==> src/rtl/qspi_fetch_if.sv <==
// qspi_fetch_if -- word-fetch request/response bundle between the game logic
// (master) and the QSPI flash reader (slave).
//   fetch        : one-cycle read request, honoured only while busy=0
//   fetch_addr   : 24-bit byte address, captured on the accepting edge
//   fetch_result : last 32-bit big-endian word read, held until the next done
//   done         : one-cycle pulse in the cycle fetch_result updates
//   busy         : high from the cycle after acceptance through CS high time
interface qspi_fetch_if;
  logic        fetch;
  logic [23:0] fetch_addr;
  logic [31:0] fetch_result;
  logic        done;
  logic        busy;

  modport master (output fetch, fetch_addr, input fetch_result, done, busy);
  modport slave  (input fetch, fetch_addr, output fetch_result, done, busy);
endinterface

==> src/rtl/qspi_fetch.sv <==
// qspi_fetch -- responder for one-word fetches from an external QSPI flash.
// Default build issues a quad-output read (0x6B): opcode and address go out
// serially on IO0, then dummy cycles, then 8 nibbles come back on IO3..IO0.
// Defining QSPI_QUAD_IO_EN switches to quad I/O read (0xEB): the address is
// sent nibble-wise on IO3..IO0, followed by a 2-SCK mode byte of 0x00.
// Ports:
//   clk, rst_n     : system clock, asynchronous active-low reset
//   fbus (slave)   : fetch / fetch_addr / fetch_result / done / busy
//   spi_cs_n       : flash chip select, active-low
//   spi_sck        : flash clock, CPOL=0, clk/(2*CLK_DIV)
//   spi_io_out/oe  : IO0..IO3 drive values and per-line enables
//   spi_io_in      : IO0..IO3 sampled values
//
// state | meaning
// IDLE  | waiting for fetch; CS high
// CMD   | 8 SCK cycles of opcode on IO0
// ADDR  | address phase (24 SCK serial, or 6 SCK quad)
// MODE  | quad I/O only: 2 SCK cycles driving 0x00
// DUMMY | DUMMY_CYCLES SCK cycles, bus released
// DATA  | 8 SCK cycles sampling nibbles, then one cycle to publish the word
// CSH   | CS held high CSH_CYCLES clk cycles before returning to IDLE
module qspi_fetch #(
  parameter int CLK_DIV      = 1,
  parameter int DUMMY_CYCLES = 8,
  parameter int CSH_CYCLES   = 2
) (
  input  logic        clk,
  input  logic        rst_n,
  qspi_fetch_if.slave fbus,
  output logic        spi_cs_n,
  output logic        spi_sck,
  output logic [3:0]  spi_io_out,
  output logic [3:0]  spi_io_oe,
  input  logic [3:0]  spi_io_in
);

`ifdef QSPI_QUAD_IO_EN
  localparam logic [7:0] OPCODE   = 8'hEB;
  localparam logic [5:0] ADDR_LEN = 6'd6;
`else
  localparam logic [7:0] OPCODE   = 8'h6B;
  localparam logic [5:0] ADDR_LEN = 6'd24;
`endif
  localparam logic [7:0] DIV_RELOAD = 8'(CLK_DIV - 1);
  localparam logic [7:0] CSH_RELOAD = 8'(CSH_CYCLES - 1);
  localparam logic [5:0] DUMMY_LEN  = 6'(DUMMY_CYCLES - 1);

  typedef enum logic [2:0] {
    IDLE,
    CMD,
    ADDR,
`ifdef QSPI_QUAD_IO_EN
    MODE,
`endif
    DUMMY,
    DATA,
    CSH
  } state_t;

  state_t      state, state_nxt;
  logic [7:0]  tmr;         // SCK half-period divider, reused as CS-high timer
  logic [5:0]  sck_cnt;     // SCK cycles left in the current phase, minus one
  logic [5:0]  next_len;
  logic [31:0] tx;          // opcode+address, MSB drives the pads
  logic [31:0] rx;
  logic        fin;         // all data sampled; publish on the next cycle
  logic        tick;
  logic        phase_end;
  logic        quad_phase;
  logic [31:0] result_q;
  logic        done_q;
  logic        busy_q;

  assign fbus.fetch_result = result_q;
  assign fbus.done         = done_q;
  assign fbus.busy         = busy_q;

  assign tick      = (state != IDLE) && (state != CSH) && !fin && (tmr == 8'd0);
  assign phase_end = tick && spi_sck && (sck_cnt == 6'd0);

`ifdef QSPI_QUAD_IO_EN
  assign quad_phase = (state == ADDR) || (state == MODE);
`else
  assign quad_phase = 1'b0;
`endif

  always_comb begin
    next_len = 6'd0;
    case (state)
      CMD:   next_len = ADDR_LEN - 6'd1;
`ifdef QSPI_QUAD_IO_EN
      ADDR:  next_len = 6'd1;
      MODE:  next_len = DUMMY_LEN;
`else
      ADDR:  next_len = DUMMY_LEN;
`endif
      DUMMY: next_len = 6'd7;
      default: next_len = 6'd0;
    endcase
  end

  always_ff @(posedge clk or negedge rst_n) begin
    if (!rst_n) state <= IDLE;
    else        state <= state_nxt;
  end

  always_comb begin
    state_nxt = state;
    case (state)
      IDLE:  if (fbus.fetch) state_nxt = CMD;
      CMD:   if (phase_end) state_nxt = ADDR;
`ifdef QSPI_QUAD_IO_EN
      ADDR:  if (phase_end) state_nxt = MODE;
      MODE:  if (phase_end) state_nxt = DUMMY;
`else
      ADDR:  if (phase_end) state_nxt = DUMMY;
`endif
      DUMMY: if (phase_end) state_nxt = DATA;
      DATA:  if (fin) state_nxt = CSH;
      CSH:   if (tmr == 8'd0) state_nxt = IDLE;
      default: state_nxt = IDLE;
    endcase
  end

  always_comb begin
    spi_io_out = 4'h0;
    spi_io_oe  = 4'h0;
    case (state)
      CMD: begin
        spi_io_out = {3'b000, tx[31]};
        spi_io_oe  = 4'b0001;
      end
`ifdef QSPI_QUAD_IO_EN
      ADDR, MODE: begin
        spi_io_out = tx[31:28];
        spi_io_oe  = 4'b1111;
      end
`else
      ADDR: begin
        spi_io_out = {3'b000, tx[31]};
        spi_io_oe  = 4'b0001;
      end
`endif
      default: ;
    endcase
  end

  always_ff @(posedge clk or negedge rst_n) begin
    if (!rst_n) begin
      tmr      <= 8'd0;
      sck_cnt  <= 6'd0;
      tx       <= 32'd0;
      rx       <= 32'd0;
      fin      <= 1'b0;
      result_q <= 32'd0;
      done_q   <= 1'b0;
      busy_q   <= 1'b0;
      spi_cs_n <= 1'b1;
      spi_sck  <= 1'b0;
    end else begin
      done_q <= 1'b0;
      case (state)
        IDLE: begin
          if (fbus.fetch) begin
            tx       <= {OPCODE, fbus.fetch_addr};
            spi_cs_n <= 1'b0;
            spi_sck  <= 1'b0;
            busy_q   <= 1'b1;
            tmr      <= DIV_RELOAD;
            sck_cnt  <= 6'd7;
            fin      <= 1'b0;
          end
        end
        CSH: begin
          if (tmr == 8'd0) busy_q <= 1'b0;
          else             tmr    <= tmr - 8'd1;
        end
        default: begin
          if (fin) begin
            result_q <= rx;
            done_q   <= 1'b1;
            spi_cs_n <= 1'b1;
            spi_sck  <= 1'b0;
            fin      <= 1'b0;
            tmr      <= CSH_RELOAD;
          end else if (tmr != 8'd0) begin
            tmr <= tmr - 8'd1;
          end else begin
            tmr     <= DIV_RELOAD;
            spi_sck <= ~spi_sck;
            if (!spi_sck) begin
              // rising SCK: flash data is stable, capture it
              if (state == DATA) rx <= {rx[27:0], spi_io_in};
            end else begin
              // falling SCK: present the next bit/nibble
              tx <= quad_phase ? {tx[27:0], 4'h0} : {tx[30:0], 1'b0};
              if (sck_cnt != 6'd0) begin
                sck_cnt <= sck_cnt - 6'd1;
              end else begin
                sck_cnt <= next_len;
                if (state == DATA) fin <= 1'b1;
              end
            end
          end
        end
      endcase
    end
  end

  ap_clk_div_range: assert property (@(posedge clk) (CLK_DIV >= 1) && (CLK_DIV <= 15))
    else $error("qspi_fetch: CLK_DIV=%0d outside 1..15", CLK_DIV);

endmodule

==> src/flat_wrapper.sv <==
// flat-port wrapper written by rule: the top's interface ports become plain ports
module qspi_fetch_flat 
#(
  parameter int CLK_DIV      = 1,
  parameter int DUMMY_CYCLES = 8,
  parameter int CSH_CYCLES   = 2
)
  (clk, rst_n, spi_cs_n, spi_sck, spi_io_out, spi_io_oe, spi_io_in, fbus_fetch, fbus_fetch_addr, fbus_fetch_result, fbus_done, fbus_busy);
  qspi_fetch_if fbus_i ();
  input  logic clk;
  input  logic rst_n;
  output logic spi_cs_n;
  output logic spi_sck;
  output logic [3:0] spi_io_out;
  output logic [3:0] spi_io_oe;
  input  logic [3:0] spi_io_in;
  input wire logic [$bits(fbus_i.fetch)-1:0] fbus_fetch;
  input wire logic [$bits(fbus_i.fetch_addr)-1:0] fbus_fetch_addr;
  output wire logic [$bits(fbus_i.fetch_result)-1:0] fbus_fetch_result;
  output wire logic [$bits(fbus_i.done)-1:0] fbus_done;
  output wire logic [$bits(fbus_i.busy)-1:0] fbus_busy;
  assign fbus_i.fetch = fbus_fetch;
  assign fbus_i.fetch_addr = fbus_fetch_addr;
  assign fbus_fetch_result = fbus_i.fetch_result;
  assign fbus_done = fbus_i.done;
  assign fbus_busy = fbus_i.busy;
  qspi_fetch #(.CLK_DIV(CLK_DIV), .DUMMY_CYCLES(DUMMY_CYCLES), .CSH_CYCLES(CSH_CYCLES)) u_core (.clk(clk), .rst_n(rst_n), .fbus(fbus_i), .spi_cs_n(spi_cs_n), .spi_sck(spi_sck), .spi_io_out(spi_io_out), .spi_io_oe(spi_io_oe), .spi_io_in(spi_io_in));
endmodule
==> config.mk <==
export PLATFORM = sky130hd
export DESIGN_NAME = qspi_fetch_flat
export DESIGN_NICKNAME = d
export VERILOG_FILES = /design/src/rtl/qspi_fetch_if.sv /design/src/rtl/qspi_fetch.sv /design/src/flat_wrapper.sv
export SDC_FILE = /design/constraint.sdc
export NUM_CORES = 1
export LEC_CHECK = 0
export CAP_MARGIN = 20
export CELL_PAD_IN_SITES_DETAIL_PLACEMENT = 1
export CELL_PAD_IN_SITES_GLOBAL_PLACEMENT = 2
export CORE_ASPECT_RATIO = 1.75
export CORE_MARGIN = 4
export CORE_UTILIZATION = 37
export CTS_CLUSTER_DIAMETER = 50
export DETAILED_ROUTE_END_ITERATION = 12
export PLACE_DENSITY = 0.76
export SLEW_MARGIN = 20
export SYNTH_ARGS = -nofsm -noshare
export SYNTH_HDL_FRONTEND = slang
export SYNTH_SLANG_ARGS = --single-unit
==> constraint.sdc <==
create_clock -name clk -period 2.95 [get_ports clk]
set_input_delay 0.59 -clock clk [delete_from_list [all_inputs] [get_ports clk]]
set_output_delay 0.59 -clock clk [all_outputs]
set_load 0.02 [all_outputs]
==> results.tsv <==
stage	metric	value	unit
placed_design	IO Port Bufs	68	
timing	Min Hold Slack	0.110	ns
worst_setup_path	Reg-to-Reg Start	u_core.tmr[0]	
layout	FF+latch area	0.00295	sq mm
layout	layout cells sized above 1	33.1	%
logic_synthesis	Cell variety after synth	60	
timing	RSZ-0062 raised after global routing	no	
pwr	Switch Pwr	821	uW
timing	final setup fails	0	
clocking	CTS Buffer Depth	2	
placed_design	DPL Wire Length	9.34	mm
timing	Slew Limit Fails	0	
worst_setup_path	WS Path Type	flop to output port	
pwr	Reg power frac	43.2	%
layout	fin cells	682	
clocking	Clk pin slew, worst setup/hold paths	0.06	ns
logic_synthesis	Most used DFF post-synth	dfrtp_1	
logic_synthesis	Synth Cell Area	0.00535	sq mm
worst_setup_path	Critical-path top delay cell	dfrtp_1	
worst_setup_path	R2R depth	7	
logic_synthesis	Post-Synthesis Cells	414	
floorplan	Die ar.	0.0165	sq mm
pwr	Leak	0.00331	uW
layout	Area Overhead vs Synth	28.8	%
timing	Setup TNS	0	ns
pwr	Net Sw Frac	21.9	%
drt	Avg WL per Cell	19.4	um
global_routing	vias in the first global route	4171	
logic_synthesis	warnings from Yosys	0	
drt	vias	3654	
placed_design	Area after DPL	0.00629	sq mm
job	max_cap viols	0	
clocking	# hold bufs at CTS	0	
placed_design	number of placed instances, taps included	650	
timing	Setup Skew	0.0205	ns
drt	DRC	0	
worst_setup_path	R2R Setup Slk	0.29	ns
drt	DR iter-0 viols	62	
layout	fin util	49.0	%
layout	post-route cell area	0.00688	sq mm
timing	final hold viol count	0	
pwr	Clk pwr share	54.4	%
clocking	clk sinks	118	
logic_synthesis	number of synthesized flops with an enable pin	0	
pwr	PD cells	545	mW/mm^2
worst_setup_path	CP cell instances	xnor2_1, nor2_1, and2_1, clkdlybuf4s50_1	
placed_design	routability congestion estimate	0.876	
logic_synthesis	register area share after synthesis	55.3	%
global_routing	GRT Total Usage	17.1	%
floorplan	IO Count	75	
drt	First-pass DRT Iterations	5	
floorplan	die height	167	um
timing	final worst path period need	2.68	ns
worst_setup_path	CP endpoint kind	output port	
timing	worst slew pin tran	1.07	ns
layout	ANT cells	0	
floorplan	Die Width	98.9	um
worst_setup_path	Crit path largest cell delay	0.67	ns
worst_setup_path	critical-path maximum fanout	16	
layout	fin nets	527	
worst_setup_path	R2R Path End	u_core.tmr[5]	
clocking	PostCTS Resize Cnt	0	
clocking	H-tree depth	4	
logic_synthesis	number of synthesized register bits	118	
pwr	Pint	2930	uW
worst_hold_path	Hold WC Path Type	input pin to async pin	
floorplan	core area	0.0140	sq mm
run_status	outcome	complete, no violations	
clocking	Num CTS Buffers	17	
layout	footprint of the multi-input gates	0.00223	sq mm
timing	f_max	373	MHz
pwr	Comb power frac	2.4	%
pwr	VDD IR max	441	uV
logic_synthesis	Post-Syn Area per Cell	12.9	sq um
worst_setup_path	startpoint class of the critical path	flop	
global_routing	Congestion Overflow GR	0	
floorplan	Initial Utilization	38.1	%
clocking	Clock Latency Late Sink	0.42	ns
clocking	postcts setup bufs	0	
clocking	CTS Root Cell	clkbuf_16	
worst_setup_path	Critical Path End	spi_io_out[0]	
global_routing	pin count of the biggest net entering global routing	66	
worst_setup_path	CP arrival	2.09	ns
drt	vias per inst	5.36	
floorplan	row cnt	57	
logic_synthesis	Async SR Flop Fraction	100	%
layout	fillers	1445	
global_routing	first-pass GRT wire length	21.9	mm
timing	fin crit share	90.8	%
drt	Post-DRT Antenna Nets	0	
timing	Slew headroom	28.0	%
drt	routed wire length	13.2	mm
worst_setup_path	beginning of the critical path	u_core.state[1]	
global_routing	initial antenna violation count	0	
worst_setup_path	Critical Path RT	2.36	ns
clocking	CTS tree	done	
[Yosys cell counts (all sizes together), types with 4 or more instances]
master,n,area [sq um]
nor4,4,31.3
inv,12,45.0
a21oi,14,70.1
clkbuf,14,52.6
o22a,6,52.6
nor2,17,63.8
mux2,111,1250
ha,4,50.1
or3,4,25.0
o21bai,4,30.0
nand2,14,52.6
o21ai,9,48.8
o211ai,4,30.0
dfrtp,117,2930
nand2b,5,31.3
buf,14,98.8
or4,6,52.6
[stage by stage]
step                      power [uW]  worst slack (ns)
final                           3750             0.272
after global routing            3890            0.0830
after CTS                       3810             0.249
after detailed placement        1740             0.330
after global placement          1740             0.429
after floorplan                 1660             0.474
[power by group through the flow]
stage / registers [uW] / logic [uW] / clock network (uW)
detailed placement: 1650 / 92.7 / 0
floorplan: 1650 / 15.9 / 0
global placement: 1650 / 91.1 / 0
finish: 1620 / 89.0 / 2040
CTS: 1620 / 92.4 / 2100
global route: 1620 / 99.4 / 2180
[state kept, by name (all words and copies together) (netlist names), 3 cells and up]
name / cells
u_core.tmr: 8
u_core.state: 3
u_core.rx: 32
u_core.sck_cnt: 6
u_core.tx: 32
u_core.fbus.fetch_result: 32
[metal layers]
metal / share of wire (%) / GRT usage (%) / wire length, um / up-vias
met5: 0 / 0 / 0 / -
met4: 3.8 / 8.92 / 499 / 0
met3: 3.0 / 4.44 / 391 / 35
met2: 58 / 31.8 / 7640 / 70
met1: 35 / 16.9 / 4680 / 1879
li1: - / - / - / 1670
[placed cells by master (no fill, tap or decap), types with 4 or more instances in the layout]
cell and count:
dfrtp_1 117, mux2_2 110, clkdlybuf4s50_1 67, clkbuf_16 17
nor2_1 16, nand2_1 14, a21oi_1 14, inv_1 12
buf_4 10, o21ai_0 8, o22a_1 6, conb_1 6
nand2b_1 5, clkinvlp_4 5, buf_12 5, o21bai_1 4
or4_1 4, or3_1 4, o211ai_1 4, ha_1 4
[critical path, delay by kind of cell (launching register included)]
family / cells / cell delay (ns)
AND/OR/NAND/NOR: 2 / 0.27
XOR/XNOR: 1 / 0.14
buffers and inverters: 1 / 0.60
flip-flops: 1 / 0.67
[worst min path at each step]
stage                             start                to  slack (ns)  cells past startpoint
after CTS                         rst_n      u_core.tx[6]        0.10                      1
after global routing              rst_n      u_core.tx[6]        0.12                      1
final                             rst_n      u_core.tx[6]        0.11                      1
after global placement    u_core.tx[22]     u_core.tx[22]        0.47                      1
after floorplan                   rst_n  u_core.fbus.busy        0.29                      0
after detailed placement  u_core.tx[22]     u_core.tx[22]        0.48                      1
[logic make-up (layout without fill, tap and decap cells)]
logic type	after synthesis	in the layout	synth area share, %
compound gates	69	69	9.27
xor+xnor	1	1	0.164
fa+ha+maj	4	4	0.936
buf+inv	40	126	3.67
flops	118	118	55.3
mux	112	112	23.6
other cells	1	6	0.0701
simple gates	69	69	7.07
[final cells by class]
cell class / count / area share [%]
Clock buffer: 18 / 6.38
Clock inverter: 14 / 2.20
Inverter: 12 / 0.654
Multi-Input combinational cell: 261 / 32.4
Sequential cell: 118 / 42.9
Tap cell: 177 / 3.22
Timing Repair Buffer: 82 / 12.3
Power figures use the tool's default switching activity.
==> RTL edit (same settings) <==
Build with the macro `QSPI_QUAD_IO_EN` defined.
--- a/src/rtl/qspi_fetch.sv
+++ b/src/rtl/qspi_fetch.sv
@@ -19,6 +19,8 @@
 // DUMMY | DUMMY_CYCLES SCK cycles, bus released
 // DATA  | 8 SCK cycles sampling nibbles, then one cycle to publish the word
 // CSH   | CS held high CSH_CYCLES clk cycles before returning to IDLE
+`define QSPI_QUAD_IO_EN
+
 module qspi_fetch #(
   parameter int CLK_DIV      = 1,
   parameter int DUMMY_CYCLES = 8,
Formal check against the unedited RTL: not equivalent (a bounded check fails within 4 cycles, from zero or initial values and one cycle with rst_n low).
==> RTL edit against the original RTL <==
- final area rose by 1.4%
- synthesized cell count rose by 40%
- die area rose by 1.8%
- sequential cell count did not move
- routed wire length rose by 4.8%
- total power rose by 1.8%
- area after synthesis rose by 1.9%
- worst setup slack got worse by 65 ps
- highest routed layer unchanged
==> RTL edit: results <==
<?xml version="1.0" encoding="UTF-8"?>
<metrics>
  <group name="global_route">
    <metric name="grt_antenna_before_repair" unit="">0</metric>
    <metric name="grt_use_met3" unit="%">3.46</metric>
    <metric name="grt_overflow_total" unit="">0</metric>
    <metric name="global_route.usage.total" unit="%">17.8</metric>
    <metric name="grt_pass1_vias" unit="">4776</metric>
    <metric name="grt_first_pass_wirelength" unit="mm">23.7</metric>
    <metric name="grt_use_met2" unit="%">34.3</metric>
    <metric name="global_route.usage.met1" unit="%">18.4</metric>
    <metric name="grt_start_max_net_pins" unit="">53</metric>
  </group>
  <group name="synth">
    <metric name="synthesis.nets" unit="">614</metric>
    <metric name="yosys_most_used_dff" unit="">sky130_fd_sc_hd__dfrtp_1</metric>
    <metric name="ys_types" unit="">54</metric>
    <metric name="synth-seq-area-share" unit="%">54.2</metric>
    <metric name="post_synth_main_area_contributors" unit="">sky130_fd_sc_hd__dfrtp_1, sky130_fd_sc_hd__nand2_1, sky130_fd_sc_hd__mux2_2</metric>
    <metric name="synth_top_cells_by_count" unit="">sky130_fd_sc_hd__nand2_1, sky130_fd_sc_hd__dfrtp_1, sky130_fd_sc_hd__a21oi_1, sky130_fd_sc_hd__o21ai_0, sky130_fd_sc_hd__mux2_2</metric>
  </group>
  <group name="pwr">
    <metric name="maximum_vdd_ir_drop" unit="mV">0.411</metric>
    <metric name="p_leak" unit="nW">3.12</metric>
  </group>
  <group name="status">
    <metric name="outcome" unit="">finished clean</metric>
  </group>
  <group name="layout">
    <metric name="num-nets-final" unit="">682</metric>
    <metric name="drive_gt1_share" unit="%">13.8</metric>
    <metric name="antenna-diode-count" unit="">0</metric>
    <metric name="fillCellCount" unit="">1644</metric>
  </group>
  <group name="setup_path">
    <metric name="critPathTopFamily" unit="">flip-flops</metric>
    <metric name="critical_path.max_stage_delay" unit="ps">680</metric>
    <metric name="crit_path_top_delay_cell" unit="">sky130_fd_sc_hd__dfrtp_1</metric>
    <metric name="worst-path-max-fanout" unit="">18</metric>
    <metric name="critPathArrivalTime" unit="ps">2150</metric>
  </group>
  <group name="clock_tree">
    <metric name="htree_levels" unit="">4</metric>
    <metric name="cts_post_setup_buffers_inserted" unit="">0</metric>
    <metric name="cts_buffer_depth" unit="">2</metric>
    <metric name="clkSlewWorstSetupHoldPaths" unit="ps">60</metric>
    <metric name="worst_skew_pair.late_latency" unit="ps">410</metric>
    <metric name="numCtsBuffers" unit="">17</metric>
    <metric name="cts_resized" unit="">0</metric>
  </group>
  <group name="routing">
    <metric name="drtPass1Iterations" unit="">4</metric>
    <metric name="post_drt_wl_per_cell" unit="um">16.5</metric>
    <metric name="drt_first_iter_violations" unit="">98</metric>
    <metric name="vias" unit="">4349</metric>
  </group>
  <group name="placed_design">
    <metric name="dp_slack" unit="ps">547</metric>
    <metric name="dp_hpwl" unit="mm">9.96</metric>
    <metric name="placement.io_buffers" unit="">74</metric>
    <metric name="gp_congestion" unit="">0.785</metric>
  </group>
  <group name="sta">
    <metric name="timing.max_slew.rel_slack" unit="%">58.3</metric>
    <metric name="worst_skew" unit="ps">7.77</metric>
  </group>
</metrics>
==> RTL edit: cell types whose count changed in the layout (fill, tap and decap cells not counted), sizes merged, moves of 8 or more <==
cell / change
nor3: +9
nor2: +8
o21ai: +27
a21oi: +33
nand2: +168
mux2: -79
==> RTL edit: routing by layer <==
metal / vias up / part of all wire, %
li1: 2090 / -
met1: 2175 / 38
met2: 67 / 57
met3: 17 / 2.9
met4: 0 / 1.8
met5: - / 0
==> RTL edit: worst paths after layout <==
path / startpoint / end / slack (ps) / cells past startpoint
max: u_core.state[0] / spi_io_out[0] / 210 / 4
min: rst_n / u_core.fbus.fetch_result[30] / 180 / 1
max in group asynchronous: rst_n / u_core.spi_cs_n / 2050 / 2
max reg2reg: u_core.state[0] / u_core.rx[2] / 560 / 5
min in group clk: u_core.fbus.fetch_result[20] / u_core.fbus.fetch_result[20] / 470 / 2
min reg2reg: u_core.fbus.fetch_result[20] / u_core.fbus.fetch_result[20] / 470 / 2
==> RTL edit: cell families (layout without fill, tap and decap cells) <==
| logic type | count (synthesis) | in the layout | synth area share, % |
|---|---|---|---|
| AOI/OAI and AO/OA | 119 | 119 | 12.9 |
| and+or+nand+nor | 250 | 250 | 20.0 |
| muxes | 36 | 36 | 7.35 |
| adders and majority gates | 4 | 4 | 0.919 |
| buffers and inverters | 47 | 128 | 3.79 |
| xor gates and xnor gates | 5 | 5 | 0.804 |
| DFF | 118 | 118 | 54.2 |
==> RTL edit: per-stage QoR <==
stage                     util [%]  instance area, sq um  hold slack (ps)  power, mW  instances
after global routing          48.3                  6980              226       3.97        840
after CTS                     48.2                  6970              201       3.88        839
after global placement        44.1                  6370              457       1.78        807
final                         48.3                  6980              184       3.81        840
after floorplan                  -                  5450              294       1.70        579
after detailed placement      44.1                  6370              468       1.79        807
==> RTL edit: cell type report <==
| type | count | area [sq um] | share of cell area, % |
|---|---|---|---|
| Clock buffer | 17 | 425 | 6.09 |
| Clock inverter | 15 | 171 | 2.46 |
| Inverter | 8 | 30.0 | 0.430 |
| Multi-Input combinational cell | 414 | 2300 | 32.9 |
| Sequential cell | 118 | 2950 | 42.3 |
| Tap cell | 180 | 225 | 3.23 |
| Timing Repair Buffer | 88 | 876 | 12.5 |
==> RTL edit: where the power goes <==
| part | internal (mW) | total, mW | leakage (nW) | switching (mW) |
|---|---|---|---|---|
| combinational | 0.0531 | 0.0981 | 1.27 | 0.0450 |
| clock | 1.26 | 2.06 | 0.291 | 0.797 |
| sequential | 1.64 | 1.65 | 1.56 | 0.0159 |
| total | 2.96 | 3.81 | 3.12 | 0.858 |
